===== config.mk =====
export PLATFORM = sky130hd
export DESIGN_NAME = la_trigger_ctrl
export DESIGN_NICKNAME = d
export VERILOG_FILES = /design/src/rtl/la_pkg.sv /design/src/rtl/la_delay_line.sv /design/src/rtl/la_trigger_ctrl.sv
export SDC_FILE = /design/constraint.sdc
export NUM_CORES = 1
export LEC_CHECK = 0
export ABC_AREA = 1
export BUFFER_PORTS_ARGS = -buffer_cell sky130_fd_sc_hd__buf_2
export CORE_ASPECT_RATIO = 0.7
export CORE_MARGIN = 2
export CORE_UTILIZATION = 53
export CTS_CLUSTER_DIAMETER = 30
export DETAILED_ROUTE_END_ITERATION = 7
export HOLD_SLACK_MARGIN = 0.06
export PLACE_DENSITY = 0.74
export RECOVER_POWER = 100
export SYNTH_ARGS = -nofsm -noshare
export SYNTH_HDL_FRONTEND = slang
export SYNTH_SLANG_ARGS = --single-unit

===== constraint.sdc =====
create_clock -name DClk -period 4.1 [get_ports DClk]
set_clock_uncertainty 0.1 [all_clocks]
set_input_delay 0.615 -clock DClk [delete_from_list [all_inputs] [get_ports DClk]]
set_output_delay 0.615 -clock DClk [all_outputs]
set_load 0.1 [all_outputs]

===== src/rtl/la_pkg.sv =====
// Shared constants and state encoding for the logic-analyser trigger block.
package la_pkg;

  // Probed bus width.
  localparam int unsigned LA_DW = 32;

  // Largest supported pre-trigger history depth.
  localparam int unsigned LA_PRE_DEPTH_MAX = 64;

  // State codes are read back by software, so the encoding is fixed.
  typedef enum logic [2:0] {
    StIdle    = 3'd0,
    StFill    = 3'd1,
    StArmed   = 3'd2,
    StCapture = 3'd3,
    StDone    = 3'd4
  } la_state_e;

endpackage


===== src/rtl/la_delay_line.sv =====
// Fixed-depth shift register holding the most recent W-bit samples.
module la_delay_line #(
  parameter int unsigned DEPTH = 8,
  parameter int unsigned W     = 32
) (
  input  logic         clk,
  input  logic         rst,
  input  logic [W-1:0] din,
  output logic [W-1:0] dout
);

  logic [W-1:0] taps [DEPTH];

  // Shift one stage per cycle; reset clears the whole history.
  always_ff @(posedge clk) begin
    if (rst) begin
      for (int i = 0; i < DEPTH; i++) begin
        taps[i] <= '0;
      end
    end else begin
      taps[0] <= din;
      for (int i = 1; i < DEPTH; i++) begin
        taps[i] <= taps[i-1];
      end
    end
  end

  assign dout = taps[DEPTH-1];

endmodule


===== src/rtl/la_trigger_ctrl.sv =====
// Trigger/capture controller feeding the analyser FIFO write port.
// Keeps a pre-trigger history and, on trigger, streams the window
// history + trigger word + PostCount samples into the FIFO.
module la_trigger_ctrl
  import la_pkg::*;
#(
  parameter int unsigned PRE_DEPTH = 8,   // 1..LA_PRE_DEPTH_MAX
  parameter int unsigned CNT_W     = 16
) (
  input  logic             DClk,
  input  logic             rst,
  input  logic [LA_DW-1:0] Data,
  input  logic [LA_DW-1:0] TrigValue,
  input  logic [LA_DW-1:0] TrigMask,
  input  logic             TrigEdge,
  input  logic             ForceTrig,
  input  logic [CNT_W-1:0] PostCount,
  input  logic             Arm,
  input  logic             Full,
  output logic [LA_DW-1:0] WrData,
  output logic             WrEn,
  output logic             Triggered,
  output logic             Done,
  output logic             Overflow,
  output logic [2:0]       State
);

  // Seven extra bits cover PRE_DEPTH up to 64 so the window count never wraps.
  localparam int unsigned     RemW      = CNT_W + 7;
  localparam logic [RemW-1:0] PreDepthW = RemW'(PRE_DEPTH);
  localparam logic [6:0]      FillLast  = 7'(PRE_DEPTH - 1);

  logic [LA_DW-1:0] samp_q;
  logic             match_prev_q;
  logic             arm_q;
  logic             arm_rise;
  logic             match;
  logic             fire;
  logic [LA_DW-1:0] hist_tail;

  la_state_e        state_q;
  logic [6:0]       fill_q;
  logic [RemW-1:0]  rem_q;
  logic             wr_valid_q;
  logic [LA_DW-1:0] wr_data_q;
  logic             trig_q;
  logic             done_q;
  logic             ovf_q;

  // Register the probed bus, the previous match result and Arm for edge detection.
  always_ff @(posedge DClk) begin
    if (rst) begin
      samp_q       <= '0;
      match_prev_q <= 1'b0;
      arm_q        <= 1'b0;
    end else begin
      samp_q       <= Data;
      match_prev_q <= match;
      arm_q        <= Arm;
    end
  end

  // One stage deeper than PRE_DEPTH: the extra stage covers the fire-decision
  // cycle, so the tail lines up with the oldest window word when capture starts.
  la_delay_line #(
    .DEPTH (PRE_DEPTH + 1),
    .W     (LA_DW)
  ) u_hist (
    .clk  (DClk),
    .rst  (rst),
    .din  (samp_q),
    .dout (hist_tail)
  );

  // Masked compare on the registered sample; edge mode needs a fresh match.
  always_comb begin
    arm_rise = Arm & ~arm_q;
    match    = ((samp_q ^ TrigValue) & TrigMask) == '0;
    fire     = (match & (~TrigEdge | ~match_prev_q)) | ForceTrig;
  end

  // Acquisition FSM with registered status and FIFO write outputs.
  always_ff @(posedge DClk) begin
    if (rst) begin
      state_q    <= StIdle;
      fill_q     <= '0;
      rem_q      <= '0;
      wr_valid_q <= 1'b0;
      wr_data_q  <= '0;
      trig_q     <= 1'b0;
      done_q     <= 1'b0;
      ovf_q      <= 1'b0;
    end else begin
      wr_valid_q <= 1'b0;
      // A word presented while the FIFO is full is lost.
      if (wr_valid_q && Full) begin
        ovf_q <= 1'b1;
      end
      unique case (state_q)
        StIdle: begin
          trig_q <= 1'b0;
          done_q <= 1'b0;
          if (arm_rise) begin
            state_q <= StFill;
            fill_q  <= '0;
            ovf_q   <= 1'b0;
          end
        end
        StFill: begin
          if (!Arm) begin
            state_q <= StIdle;
            trig_q  <= 1'b0;
          end else begin
            fill_q <= fill_q + 7'd1;
            if (fill_q == FillLast) begin
              state_q <= StArmed;
            end
          end
        end
        StArmed: begin
          if (!Arm) begin
            state_q <= StIdle;
            trig_q  <= 1'b0;
          end else if (fire) begin
            state_q <= StCapture;
            trig_q  <= 1'b1;
            rem_q   <= PreDepthW + {7'd0, PostCount};
          end
        end
        StCapture: begin
          if (!Arm) begin
            state_q <= StIdle;
            trig_q  <= 1'b0;
          end else begin
            wr_valid_q <= 1'b1;
            wr_data_q  <= hist_tail;
            if (rem_q == '0) begin
              state_q <= StDone;
              done_q  <= 1'b1;
            end else begin
              rem_q <= rem_q - 1'b1;
            end
          end
        end
        StDone: begin
          if (!Arm) begin
            state_q <= StIdle;
            trig_q  <= 1'b0;
            done_q  <= 1'b0;
          end
        end
        default: begin
          state_q <= StIdle;
        end
      endcase
    end
  end

  // Full gates the write strobe combinationally so the FIFO never sees a write when full.
  always_comb begin
    WrEn      = wr_valid_q & ~Full;
    WrData    = wr_data_q;
    Triggered = trig_q;
    Done      = done_q;
    Overflow  = ovf_q;
    State     = state_q;
  end

endmodule


==> key figures, run 1 <==
Flow run
  • Max_cap viols: 1

Setup path
  • Critical path class: flip-flop to flip-flop
  • CP most frequent cell: nor2_1
  • Critical Path RT: 4.48 ns
  • Critical-path top delay cell: inv_1
  • CP top delay family: buffers and inverters
  • CP Capture Type: flip-flop
  • Crit path DAT: 3.59 ns
  • Reg2reg path depth: 12
  • CP Cell Sequence: nor3_1 -> buf_4 -> inv_1 -> nor2_1 -> nor2_1 -> o21ai_0 -> inv_2 -> nand3_2 -> buf_4 -> nand2_1 -> nand2_1 -> nor2_1
  • CP Launch Type: flip-flop
  • Crit-path max FO: 26
  • Reg2reg setup slack: just under 0.9 ns
  • WP buf/inv: 4
  • Slowest stage delay, CP: 0.61 ns
  • Critical Path Stages: 12

Clock tree
  • Clk Latency, worst-skew pair: roughly 0.55 ns
  • CTS HTree Levels: 2
  • # Post-CTS Setup Buffers: 0
  • PostCTS Resize Cnt: 0
  • Clock Tree Buf Depth: 3
  • Clk slew on worst S/H paths: 0.06 ns
  • Hold buffers post-CTS: 0
  • CTS sink count: 391
  • Root Driver: clkbuf_16
  • CTS buffer count: 49
  • CTS tree: built

Place
  • I/O Buffers: 156
  • RePlAce Congestion: 0.899
  • DP HPWL: 16,200 um

STA
  • Max Slew Vio Count: 261
  • RSZ-0062 raised after global routing: no
  • Final min period: 3.21 ns
  • Crit share post-route: 78.4%
  • Slew HR: -73.4%
  • Setup TNS: 0 ns
  • Measured slew at the worst slew-check pin: 2.60 ns
  • Highest clock rate: 311 MHz
  • Final Hold Violating Endpoints: 0
  • # setup viols final: 0

Logic synthesis
  • Yosys reg bits: 391
  • Gate Count Post-Synth: roughly 1,800
  • Yosys top cell area share: 58.1%
  • Yosys cell types: 31
  • Syn. warnings: 0
  • Post-synth top area cell: dfxtp_1
  • Sequential cell area fraction in the yosys report: 58.1%
  • Synthesized area: 13,500 um2
  • Mean Syn Cell Area: 7.62 um2
  • Syn nets: 1,890
  • Number of synthesized flops with an enable pin: 0
  • Synth Flop Type: dfxtp_1
  • Synth area leaders: dfxtp_1, nor2_1, inv_1
  • Async SR Flop Fraction: 0%

Layout
  • Share of cells above drive strength 1: a little under an eighth
  • Area Overhead vs Synth: 19.5%
  • Most frequent cells in the layout: nor2_1, inv_1, dfxtp_1, nand2_1, buf_2
  • Diode count: 0
  • Core Util, Final: between 60% and 70%
  • Post-layout net count: 2,044
  • Most common cell after layout, fill and taps aside: nor2_1

Route
  • Total Wirelength: 24,800 um
  • Post-route ant nets: 0
  • Iter 0 DRT Violations: 650
  • Routed vias: just under 10,000
  • # DRC: 0
  • DR vias/cell: 4.30
  • DRT Pass-1 Iters: 4
  • Wire length per cell: around 11 um

Power and ir drop
  • Power per cell area: 663 nW/um2
  • Maximum VDD drop: 347 uV
  • Leakage: 0.00740 uW

Die
  • Core area: 24,800 um2
  • Io pins: 157
  • # rows: 48
  • DIE AREA: about 27,000 um2
  • Chip Width: 195 um
  • Starting Density: 54.3%
  • Die height: roughly 140 um

Outcome
  • Outcome: finished, violations left
  • Failing checks: max-capacitance violations, max-slew violations

GRT
  • Vias in the first global route: 8,877
  • Initial antenna violation count: 0
  • Total global routing overflow: 0
  • First-pass GRT wire length: roughly 42,000 um
  • Largest net degree at the start of global routing: 261
  • Total global-route track usage: 18.9%

Worst hold path
  • Hold path depth: 3
  • Hold Crit Class: primary input to flip-flop
path summary, 6_finish.rpt:
| kind | startpoint | end |
|---|---|---|
| min reg2reg | u_hist.taps[6][5] | u_hist.taps[7][5] |
| max | State[2] | rem_q[7] |
| min | Data[11] | samp_q[11] |
| max reg2reg | State[2] | rem_q[7] |
area by class of cell:
cell class | instances | area [um2]
clock inverter | 33 | 355
sequential | 391 | 7830
clock buffer | 59 | 1350
multi-input combinational | 893 | 3770
tap | 325 | 407
timing repair buffer | 162 | 783
fill | 2183 | 8720
inverter | 425 | 1600
layer usage:
layer / up-vias / wire, um / global-route usage [%]
li1: 5428 / - / -
met1: 4081 / 12800 / 27.6
met2: 299 / 9350 / 26.0
met3: 37 / 2200 / 5.95
met4: 0 / 444 / 6.58
met5: - / 0 / 0
power by group:
group / internal, uW / switching, uW / total (uW)
Clock: 2610 / 1710 / 4310
Combinational: 590 / 1610 / 2200
Sequential: 4000 / 154 / 4160
through the flow:
stage | power [uW] | std cells | instance area, um2 | hold slack [ns] | setup slack (ns)
floorplan | 5900 | 1768 | 13500 | 0.288 | 1.52
global placement | 6370 | 2196 | 14500 | 0.291 | 1.38
detailed placement | 6400 | 2196 | 14500 | 0.292 | 1.32
CTS | 10700 | 2288 | 16200 | 0.138 | 1.30
global route | 11200 | 2288 | 16100 | 0.158 | 0.595
finish | 10700 | 2288 | 16100 | 0.162 | 0.885
registers in the layout, summed over array words and instances (netlist names), 3 cells and up:
signal	flops
rem_q	23
fill_q	7
State	3
samp_q	32
WrData	32
u_hist.taps	288
cell families (layout without fill, tap and decap cells):
logic type	after synthesis	after routing	synth area share [%]
AOI/OAI and AO/OA	89	89	3.44
DFF	391	391	58.1
adders and majority gates	4	4	0.372
xor gates and xnor gates	13	13	0.846
and+or+nand+nor	787	787	23.5
buffers and inverters	484	679	13.7
synth_stat cells (2+ instances only):
cell        n
nand4_1    26
nand3_1    55
buf_4       3
inv_1     419
dfxtp_1   391
nor2_1    481
ha_1        4
o21ai_0    60
buf_6       2
buf_1       3
nor2_2     10
clkinv_1    3
or2_2       2
a21oi_1    23
xor2_1     12
nand2_1   196
inv_2       3
nor3_1      9
or2_1       5
clkbuf_1   49
buf_2       2
worst reg2reg max path, stage by stage (launching register included):
cell and delay [ns]:
dfxtp_1 0.46, nor3_1 0.11, buf_4 0.22, inv_1 0.61, nor2_1 0.15, nor2_1 0.12
o21ai_0 0.11, inv_2 0.36, nand3_2 0.35, buf_4 0.33, nand2_1 0.08, nand2_1 0.05
nor2_1 0.10
No activity file was read; power rests on OpenSTA's default activity.
==> inputs of run 2 (changes only) <==
- clock period: 4.1 -> 3 ns (I/O delays scaled with it)
==> key figures, run 2 (synthesis results as in run 1) <==
Outcome
  • Outcome: finished, violations left
  • Failing checks: max-capacitance violations, max-slew violations

Route
  • Iter 0 DRT Violations: 499
  • Routed vias: about 10,000
  • Total Wirelength: 25,700 um
  • Wire length per cell: 11.1 um
  • DRT Pass-1 Iters: 6
  • DR vias/cell: 4.33
  • Post-route ant nets: 0
  • # DRC: 0

Layout
  • Diode count: 0
  • Post-layout net count: 2,086
  • Most common cell after layout, fill and taps aside: nor2_1
  • Filler cells: 2,120
  • Area Overhead vs Synth: 22.7%
  • Final instance area: about 17,000 um2
  • Biggest register: u_hist.taps
  • Non-filler cells in the finished layout: 2,327
  • Multi-input logic area: 3790 um2
  • Share of cells above drive strength 1: 11.7%
  • Number of flip-flops in the largest register: 288
  • Most frequent cells in the layout: nor2_1, inv_1, dfxtp_1, nand2_1, buf_2
  • FF/Latch Area: ~8000 um2

Setup path
  • CP top delay family: buffers and inverters
  • Slowest stage delay, CP: 0.86 ns
  • Reg2reg setup slack: 0.41 ns
  • Reg2reg path depth: 12
  • Worst Setup EP: WrEn
  • Reg-to-reg critical path startpoint: samp_q[15]
  • Worst r2r dst: rem_q[10]
  • Critical-path top delay cell: clkbuf_1
  • Critical Path RT: 2.45 ns
  • Critical Path Stages: 4
  • Crit path DAT: 2.06 ns
  • CP Launch Type: primary input
  • CP Cell Sequence: dlygate4sd3_1 -> buf_2 -> nor2_1 -> clkbuf_1
  • CP startpoint: Full
  • Critical path class: primary input to output port
  • WP buf/inv: 3
  • Crit-path max FO: 2
  • CP Capture Type: output port

Power and ir drop
  • Maximum VDD drop: between 300 and 400 uV
  • Power per cell area: approximately 900 nW/um2
  • Leakage: 0.00761 uW
  • Total power: 14,800 uW

Clock tree
  • CTS HTree Levels: 2
  • CTS sink count: 391
  • CTS buffer count: 48
  • Clock Tree Buf Depth: 3
  • Clk slew on worst S/H paths: approximately 0.050 ns
  • # Post-CTS Setup Buffers: 0
  • Root Driver: clkbuf_16
  • CTS tree: built
  • Clk Latency, worst-skew pair: 0.54 ns

Place
  • Area after DPL: 14,500 um2
  • DP HPWL: 16,700 um
  • RePlAce Congestion: approximately 0.86
  • I/O Buffers: around 160
  • Dpl cells: 2,206

Die
  • Starting Density: a little over half
  • Io pins: 157
  • Core area: 24,800 um2
  • Die height: roughly 140 um
  • # rows: 48
  • Chip Width: 195 um
  • DIE AREA: 26,700 um2

STA
  • Measured slew at the worst slew-check pin: 1.86 ns
  • Setup TNS: 0 ns
  • RSZ-0062 raised after global routing: no
  • Crit share post-route: between 80% and 90%
  • Final Hold Violating Endpoints: 0
  • Highest clock rate: 383 MHz
  • Slew HR: -23.9%
  • # setup viols final: 0
  • Max Slew Vio Count: 93
  • Final min period: 2.61 ns
  • Worst hold slack: 0.163 ns

GRT
  • Largest net degree at the start of global routing: 94
  • Initial antenna violation count: 0
  • First-pass GRT wire length: ~43,000 um
  • Vias in the first global route: ~9,000
  • Total global-route track usage: 19.4%
  • Total global routing overflow: 0

Worst hold path
  • Hold Crit Class: primary input to flip-flop
  • Hold path depth: 5

Flow run
  • Max_cap viols: 1
==> run 2: tightest hold or removal path, delay by kind of cell <==
family | cells | cell delay, ns
simple gates | 3 | 0.17
buf+inv | 1 | 0.08
compound gates | 1 | 0.06
==> run 2: routing by layer <==
layer  track usage [%]  part of all wire [%]
met5                 0                     0
met4              6.11                   1.8
met3              4.90                   7.6
met2              28.8                    39
met1              27.8                    51
==> run 2: report_power, final <==
part / internal (uW) / switching [uW] / leakage [uW]
Clock: 3820 / 2230 / 0.000839
Combinational: 857 / 2230 / 0.00359
Sequential: 5470 / 204 / 0.00317
Total: 10100 / 4660 / 0.00761
==> run 2: final cells by class <==
| class | instances | share of cell area [%] |
|---|---|---|
| inverter | 425 | 9.66 |
| multi-input combinational | 893 | 23.0 |
| clock buffer | 57 | 7.79 |
| timing repair buffer | 205 | 7.11 |
| clock inverter | 31 | 2.64 |
| tap | 325 | 2.46 |
| sequential | 391 | 47.4 |
==> run 2: how the worst min path moves through the flow <==
stage	start	to	slack, ns
2_1_floorplan	u_hist.taps[0][0]	u_hist.taps[1][0]	0.29
3_3_place_gp	u_hist.taps[6][2]	u_hist.taps[7][2]	0.29
3_5_place_dp	u_hist.taps[7][23]	u_hist.taps[8][23]	0.29
4_1_cts	PostCount[1]	rem_q[1]	0.15
5_1_grt	PostCount[1]	rem_q[1]	0.20
6_report	PostCount[1]	rem_q[1]	0.16
==> run 2: timing repair <==
| item | 4_1_cts | 5_1_grt |
|---|---|---|
| hold buffers | 33 | 0 |
| hold endpoints to repair | 33 | 0 |
| gates resized for setup | 0 | 0 |
==> run 2: through the flow <==
step | setup WS [ns] | util [%]
6_report | 0.390 | 66.6
5_1_grt | 0.247 | 66.6
4_1_cts | 0.737 | 66.9
3_5_place_dp | 0.509 | 58.6
3_3_place_gp | 0.559 | 58.6
2_1_floorplan | 0.475 | -
